==> src/rtl/awmf_chain_seq.sv <==
// awmf_chain_seq: command sequencer for the AWMF-0165 beamformer daisy chain.
// Pops FWFT commands, drives the serializer, returns readback, flags timeouts.
module awmf_chain_seq #(
  parameter int CHIPS       = 4,
  parameter int CHIP_BITS   = 60,
  parameter int TIMEOUT_CYC = 4096,
  parameter int PULSE_LEN   = 32
) (
  input  logic                         clk_i,
  input  logic                         rst_i,
  input  logic                         trig_i,
  input  logic                         trig_mode_i,
  input  logic                         cmd_empty_i,
  input  logic [CHIPS*64-1:0]          cmd_data_i,
  input  logic                         cmd_write_i,
  output logic                         cmd_rd_o,
  output logic                         chain_start_o,
  output logic                         chain_write_o,
  output logic [CHIPS*CHIP_BITS-1:0]   chain_data_o,
  input  logic                         chain_busy_i,
  input  logic [CHIPS*CHIP_BITS-1:0]   chain_data_i,
  input  logic                         rsp_full_i,
  output logic                         rsp_wr_o,
  output logic [CHIPS*64-1:0]          rsp_data_o,
  output logic                         busy_o,
  output logic                         wr_done_o,
  output logic                         rd_done_o,
  output logic                         err_o,
  output logic [15:0]                  err_cnt_o
);

  localparam int TW = $clog2(TIMEOUT_CYC);
  localparam int PW = $clog2(PULSE_LEN + 1);

  typedef enum logic [2:0] {
    IDLE,
    LOAD,
    WAIT_HI,
    WAIT_LO,
    RSP,
    DONE
  } state_t;

  state_t          state;
  logic            trig_s1;
  logic            trig_s2;
  logic            trig_s3;
  logic            trig_pend;
  logic            trig_rise;
  logic [TW-1:0]   tmo;
  logic            tmo_hit;
  logic            wait_stuck;
  logic            launch;
  logic            wr_go;
  logic            rd_go;
  logic            err_go;
  logic [PW-1:0]   wr_pc;
  logic [PW-1:0]   rd_pc;
  logic [PW-1:0]   err_pc;
  logic            pad_unused;

  // Pad bits above CHIP_BITS in each command slot carry no payload.
  assign pad_unused = ^cmd_data_i;

  assign trig_rise  = trig_s2 & ~trig_s3;
  assign tmo_hit    = (tmo == TW'(TIMEOUT_CYC - 1));
  assign wait_stuck = ((state == WAIT_HI) && !chain_busy_i) ||
                      ((state == WAIT_LO) &&  chain_busy_i);
  assign err_go     = wait_stuck && tmo_hit;
  assign launch     = (state == IDLE) && !cmd_empty_i &&
                      (!trig_mode_i || trig_pend);
  assign wr_go      = (state == DONE) &&  chain_write_o;
  assign rd_go      = (state == DONE) && !chain_write_o;
  assign busy_o     = (state != IDLE);

  // Synchronise trigger, detect rising edge, latch one pending launch.
  always_ff @(posedge clk_i) begin
    if (rst_i) begin
      trig_s1   <= 1'b0;
      trig_s2   <= 1'b0;
      trig_s3   <= 1'b0;
      trig_pend <= 1'b0;
    end else begin
      trig_s1 <= trig_i;
      trig_s2 <= trig_s1;
      trig_s3 <= trig_s2;
      if (!trig_mode_i)
        trig_pend <= 1'b0;
      else if (trig_rise)
        trig_pend <= 1'b1;
      else if (state == LOAD)
        trig_pend <= 1'b0;
    end
  end

  // Main sequencer with registered strobes, data and error count.
  always_ff @(posedge clk_i) begin
    if (rst_i) begin
      state         <= IDLE;
      cmd_rd_o      <= 1'b0;
      chain_start_o <= 1'b0;
      chain_write_o <= 1'b0;
      chain_data_o  <= '0;
      rsp_wr_o      <= 1'b0;
      rsp_data_o    <= '0;
      tmo           <= '0;
      err_cnt_o     <= '0;
    end else begin
      cmd_rd_o      <= 1'b0;
      chain_start_o <= 1'b0;
      rsp_wr_o      <= 1'b0;
      unique case (state)
        IDLE: begin
          if (launch) begin
            state         <= LOAD;
            cmd_rd_o      <= 1'b1;
            chain_start_o <= 1'b1;
            chain_write_o <= cmd_write_i;
            for (int k = 0; k < CHIPS; k++)
              chain_data_o[k*CHIP_BITS +: CHIP_BITS] <=
                cmd_data_i[k*64 +: CHIP_BITS];
          end
        end
        LOAD: begin
          state <= WAIT_HI;
          tmo   <= '0;
        end
        WAIT_HI: begin
          if (chain_busy_i) begin
            state <= WAIT_LO;
            tmo   <= '0;
          end else if (tmo_hit) begin
            state <= IDLE;
            if (err_cnt_o != 16'hFFFF)
              err_cnt_o <= err_cnt_o + 16'd1;
          end else begin
            tmo <= tmo + 1'b1;
          end
        end
        WAIT_LO: begin
          if (!chain_busy_i) begin
            if (chain_write_o) begin
              state <= DONE;
            end else begin
              state <= RSP;
              // Readback lands in reverse chain order.
              for (int k = 0; k < CHIPS; k++)
                rsp_data_o[k*64 +: 64] <= 64'(
                  chain_data_i[(CHIPS-1-k)*CHIP_BITS +: CHIP_BITS]);
            end
          end else if (tmo_hit) begin
            state <= IDLE;
            if (err_cnt_o != 16'hFFFF)
              err_cnt_o <= err_cnt_o + 16'd1;
          end else begin
            tmo <= tmo + 1'b1;
          end
        end
        RSP: begin
          if (!rsp_full_i) begin
            rsp_wr_o <= 1'b1;
            state    <= DONE;
          end
        end
        DONE: begin
          state <= IDLE;
        end
        default: begin
          state <= IDLE;
        end
      endcase
    end
  end

  // Write-complete pulse; a new start reloads the full length.
  always_ff @(posedge clk_i) begin
    if (rst_i) begin
      wr_done_o <= 1'b0;
      wr_pc     <= '0;
    end else if (wr_go) begin
      wr_done_o <= 1'b1;
      wr_pc     <= PW'(PULSE_LEN - 1);
    end else if (wr_pc != '0) begin
      wr_pc <= wr_pc - 1'b1;
    end else begin
      wr_done_o <= 1'b0;
    end
  end

  // Read-complete pulse; a new start reloads the full length.
  always_ff @(posedge clk_i) begin
    if (rst_i) begin
      rd_done_o <= 1'b0;
      rd_pc     <= '0;
    end else if (rd_go) begin
      rd_done_o <= 1'b1;
      rd_pc     <= PW'(PULSE_LEN - 1);
    end else if (rd_pc != '0) begin
      rd_pc <= rd_pc - 1'b1;
    end else begin
      rd_done_o <= 1'b0;
    end
  end

  // Timeout pulse; a new abort reloads the full length.
  always_ff @(posedge clk_i) begin
    if (rst_i) begin
      err_o  <= 1'b0;
      err_pc <= '0;
    end else if (err_go) begin
      err_o  <= 1'b1;
      err_pc <= PW'(PULSE_LEN - 1);
    end else if (err_pc != '0) begin
      err_pc <= err_pc - 1'b1;
    end else begin
      err_o <= 1'b0;
    end
  end

endmodule

==> config.mk <==
export PLATFORM = sky130hd
export DESIGN_NAME = awmf_chain_seq
export DESIGN_NICKNAME = d
export VERILOG_FILES = /design/src/rtl/awmf_chain_seq.sv
export SDC_FILE = /design/constraint.sdc
export NUM_CORES = 1
export LEC_CHECK = 0
export CAP_MARGIN = 15
export CORE_AREA = 2 2 394 396
export CTS_CLUSTER_DIAMETER = 150
export DETAILED_ROUTE_END_ITERATION = 8
export DIE_AREA = 0 0 396 398
export SETUP_SLACK_MARGIN = 0.5
export SLEW_MARGIN = 25
export SYNTH_ARGS = -nofsm -noshare
export SYNTH_HDL_FRONTEND = slang
export SYNTH_SLANG_ARGS = --single-unit
export TNS_END_PERCENT = 30
==> constraint.sdc <==
create_clock -name clk_i -period 2.9 [get_ports clk_i]
set_clock_uncertainty 0.2 [all_clocks]
set_input_delay 0.725 -clock clk_i [delete_from_list [all_inputs] [get_ports clk_i]]
set_output_delay 0.725 -clock clk_i [all_outputs]
set_load 0.05 [all_outputs]
**Word level (Yosys, flattened, before mapping)**

Cells that the tools add are included.

- Add/subtract/negate cells: 5
- Multiplexer cells: 32
- Bitwise operators: 7
- Equal/unequal tests: 14
- Reductions and logical operators: 35

Operators with widths:

| cell | count |
|---|---|
| two-way mux 16 bit | 4 |
| two-way mux 12 bit | 3 |
| one-hot mux 12 bit (3 select lines) | 1 |
| one-hot mux 16 bit (2 select lines) | 1 |
| two-way mux 5 bit | 6 |
| nonzero test 6 bit | 3 |
| subtractor 6 x 1 -> 6 bit (second input constant) | 3 |
| adder 16 x 1 -> 16 bit (second input constant) | 1 |
| inequality test 16 bit (second input constant) | 1 |
| two-way mux 3 bit | 5 |
| one-hot mux 3 bit (5 select lines) | 1 |
| inequality test 2 bit (second input constant) | 7 |
| adder 12 x 1 -> 12 bit (second input constant) | 1 |
| == test 12 bit (second input constant) | 1 |
| OR reduction 2 bit | 6 |
| two-way mux 1 bit | 11 |
| nonzero test 2 bit | 5 |
| logical AND 1 bit | 7 |
| == test 3 x 2 -> 1 bit (second input constant) | 2 |
| == test 3 bit (second input constant) | 2 |
| inverter 1 bit | 6 |
| AND reduction 2 bit | 3 |
| AND reduction 3 bit | 2 |
| nonzero test 3 bit | 2 |
| 5 further kinds | 9 |

- Logic and storage cells: 114
- Flip-flop bits (word level): 539
- Bits of input ports: 504
- Output and inout bits: 520

**Logic depth before layout (Yosys ltp)**

- Word-level depth: 5
- Depth in mapped cells: 9
- Gate-level depth less buffers: 6

**Least setup slack after synthesis**

OpenSTA, ideal clock, no wires.

- Path type: flip-flop to flip-flop
- Start: register err_cnt_o[0]
- End: register err_cnt_o[1]
- Data required time: 2,572 ps
- Stages on the path, launching flop included: 8
- Clock period less this slack: 2,433 ps
- Arrival: 2,105 ps
- Slack: 467 ps
- Buffers on the path: 1
- Setup time: 128 ps
- Cell sequence: dfxtp_1 > ha_1 > nand3_1 > or4_4 > nand3_2 > buf_4 > mux2i_1 > nor2_1

- Word-level cells in the longest chain between the ends: 5
- Elaborated cells on any way between the ends: 7
- Those cells by class: add/sub: 1; eq/ne: 1; mux: 5

Ends and longest elaborated chain:

| element | RTL line | text |
|---|---|---|
| from (decl) | 29 | `output logic [15:0] err_cnt_o` |
| from (signal assigned) | 135 | `err_cnt_o <= err_cnt_o + 16'd1;` |
| from (signal assigned) | 154 | `err_cnt_o <= err_cnt_o + 16'd1;` |
| adder 16 x 1 -> 16 bit / inequality test 16 bit (equally long branches) | n/a |  |
| two-way mux 16 bit (*) | 134, 153 |  |
| two-way mux 16 bit (*) | 151 | `end else if (tmo_hit) begin` |
| two-way mux 16 bit (on tied branches) | 141, 129 |  |
| one-hot mux 16 bit (2 select lines) (*) | 112 | `unique case (state)` |

Mark *: on every way between the ends. The rest lies on a longest branch, timed or not. The select of a mux whose other input is x is not followed.
A chain may end at the register's enable or synchronous reset.

**Worst setup path in the final report**

- Start: register rsp_data_o[106]
- End: output port rsp_data_o[106]

RTL lines:

| element | RTL line | text |
|---|---|---|
| from (decl) | 24 | `output logic [CHIPS*64-1:0] rsp_data_o,` |
| from (signal, indexed assignment) | 148 | `rsp_data_o[k*64 +: 64] <= 64'(` |

No word-level cell between the ends.

==> summary.txt <==
Sw Share: 0.311
CTS Root Cell: clkbuf_16
hold depth: 1
crit start category: flip-flop
crit path max fanout: 2
unique cell type count in the Yosys netlist: 54
metal2 WL: 44100 um
routed vias: 20200
leading area contributor after synthesis: dfxtp_1
Final Instance Count excl. Fillers: 5533
First-pass DRT Iterations: 5
largest net degree at the start of global routing: 72
initial antenna violation count: 18
reg2reg end: err_cnt_o[1]
Skew-Pair Late Insertion Delay: 0.63 ns
Clock Path Buffers: 3
Slowest cell on crit path: dlygate4sd2_1
hpwl dp: 71500 um
Syn-to-layout area delta: 73.5%
Hold Crit Start: trig_s1
Worst Path Buf+Inv: 1
Crit path required time: 1.98 ns
DRT Wirelength: 92300 um
ANT nets after route: 0
sequential area share after synthesis: 0.559
Synth top cells by count: 996 x nand2_1, 539 x dfxtp_1, 510 x a21oi_1
Initial Util: 0.126
Hold WC Path Type: reg2reg
yosys warns: 0
Synth top area share: 0.559
Worst Reg-to-Reg Cells: 7
endpoints failing setup: 0
Primary FF master, synth: dfxtp_1
status: completed
die height: 398 um
min Tclk post-route: 2.45 ns
WL per Instance: 16.7 um
M1 WL: 38200 um
Internal: 14.4 mW
max cap viols: 0
RSZ-0062 raised after global routing: true
Critical Path End Type: primary output
Worst R2R Setup Slack: 0.60 ns
peak supply drop: 0.000374 V
Post-synth EDFFs: 0
DR DRC count: 0
worst r2r src: err_cnt_o[0]
Mean Syn Cell Area: 7.92 um2
vias in the first global route: 19300
Total GRT Usage: 0.110
CTS Buf Count: 67
async set or reset register ratio after synthesis: 0
pwr dens: 623 mW/mm2
Slew headroom: 0.597
area of the core: 0.153 mm2
drt initial violations: 1389
Die W: 396 um
layout cell share with drive strength beyond 1: 0.145
Synth Cell Area: 0.0193 mm2
endpoints failing hold: 0
Seq pwr share: 0.389
crit path DAT: 1.52 ns
crit path cell chain: dlygate4sd2_1
Top Metal Used: met5
Overall Power: 20.9 mW
CP max stage delay: 0.56 ns
CP top delay family: buffers and inverters
placed cells: 5409
Worst Tran Pin Value: 0.599 ns
nets@finish: 3954
clock share of power: 0.394
#FFs+latches synth: 539
CTS H-tree depth: 3
hold endpoint: trig_s2
global-route wire length before repair: 130000 um
total congestion overflow: 0
combinational fraction of design power: 0.216
Static Leak: 12.9 nW
Clock Pin Slew Worst Setup and Hold Paths: 0.06 ns
most numerous cell in the Yosys netlist: nand2_1
Psw: 6.48 mW
Slew Limit Fails: 0
TritonCTS Sinks: 539
Max Clock Freq: 409 MHz
fin crit share: 0.844
top cells by area, synth: dfxtp_1 56%, nand2_1 19%, a21oi_1 13%
num rows: 144
Via density: 3.66
Filler Cell Count: 17000
RD Place Congestion: 0.893
die area: 0.158 mm2
CTS tree: done
io pins: 1024
CP Class: reg2out
metal3 WL: 7650 um
Post-Syn Instances: 2438
I/O Buffers: 991
[power groups by stage]
stage          registers, mW  clock network (mW)  logic (mW)
5_1_grt                 8.17                8.82        4.85
4_1_cts                 8.12                8.57        4.53
3_5_place_dp            8.29                   0        4.71
2_1_floorplan           9.39                   0        1.53
6_report                8.12                8.23        4.51
3_3_place_gp            8.27                   0        4.68
[sequential cells by signal (all words and copies together) (netlist names)]
signal         count
chain_data_o     240
rsp_data_o       240
err_cnt_o         16
tmo               12
err_pc             6
rd_pc              6
wr_pc              6
state              3
chain_start_o      1
chain_write_o      1
err_o              1
rd_done_o          1
rsp_wr_o           1
trig_pend          1
trig_s1            1
trig_s2            1
trig_s3            1
wr_done_o          1
[kinds of logic after synthesis]
family | after synthesis | synth area share
DFF | 539 | 0.559
adders and majority gates | 8 | 0.00518
and+or+nand+nor | 1120 | 0.232
AOI/OAI and AO/OA | 538 | 0.142
xor gates and xnor gates | 26 | 0.0118
other | 1 | 0.000194
muxes | 4 | 0.00227
buffers and inverters | 202 | 0.0479
[placed cells by master (no fill, tap or decap), drive strengths merged, types with 2 or more instances in the layout]
cell type and instances:
nand3 20, clkdlybuf4s15 102, diode 4, nand2 996, nor2b 7, nand4b 2, clkdlybuf4s18 8, nor4 9
xnor2 15, bufinv 4, o32ai 2, or3 6, clkdlybuf4s50 486, buf 176, nor3 14, dfxtp 539
mux2 3, nor2 36, ha 8, nand4 12, dlygate4sd2 239, clkbuf 190, a31oi 5, clkinv 11
nand3b 5, conb 16, o21ai 9, a21oi 510, xor2 11, inv 18, nand2b 2, a211oi 3
o31ai 3, and3 3, or4 2
[per-layer routing]
layer,GRT usage,vias to the layer above
met2,0.181,696
met5,0,-
met3,0.0362,132
li1,-,9905
met4,0.0354,18
met1,0.136,9478
[per-stage QoR]
step | hold slack (ns) | instance area (um2) | setup TNS (ns) | utilization | setup slack, ns
global route | 0.263 | 33500 | 0 | 0.218 | 0.390
detailed placement | 0.231 | 32100 | -0.0146 | 0.210 | -0.0146
CTS | 0.245 | 33800 | 0 | 0.220 | 0.359
finish | 0.238 | 33500 | 0 | 0.218 | 0.452
global placement | 0.222 | 32100 | 0 | 0.210 | 0.0212
floorplan | 0.214 | 19400 | 0 | - | 0.521
[area by class of cell]
| type | instances | area [um2] | share of cell area |
|---|---|---|---|
| Antenna cell | 4 | 10.0 | 0.000299 |
| Clock buffer | 91 | 1850 | 0.0551 |
| Clock inverter | 21 | 254 | 0.00758 |
| Inverter | 12 | 45.0 | 0.00134 |
| Multi-Input combinational cell | 1712 | 7690 | 0.230 |
| Sequential cell | 539 | 10800 | 0.323 |
| Tap cell | 2044 | 2560 | 0.0763 |
| Timing Repair Buffer | 1110 | 10300 | 0.307 |
[repair_timing]
action / 4_1_cts / 5_1_grt
resized for setup: 859 / 209
hold buffers: 0 / 0
hold endpoints to repair: 0 / 0
setup buffers: 0 / 8
pin swaps: 0 / 2
setup endpoints to repair: 487 / 352
[worst max-delay path by stage]
| stage | startpoint | end | cells past startpoint |
|---|---|---|---|
| finish | rsp_data_o[106] | rsp_data_o[106] | 1 |
| global route | rsp_data_o[106] | rsp_data_o[106] | 1 |
| CTS | state[0] | busy_o | 3 |
| detailed placement | chain_busy_i | rsp_data_o[72] | 10 |
| global placement | chain_busy_i | rsp_data_o[106] | 10 |
| floorplan | err_cnt_o[6] | err_cnt_o[1] | 6 |
Power figures use the tool's default switching activity.
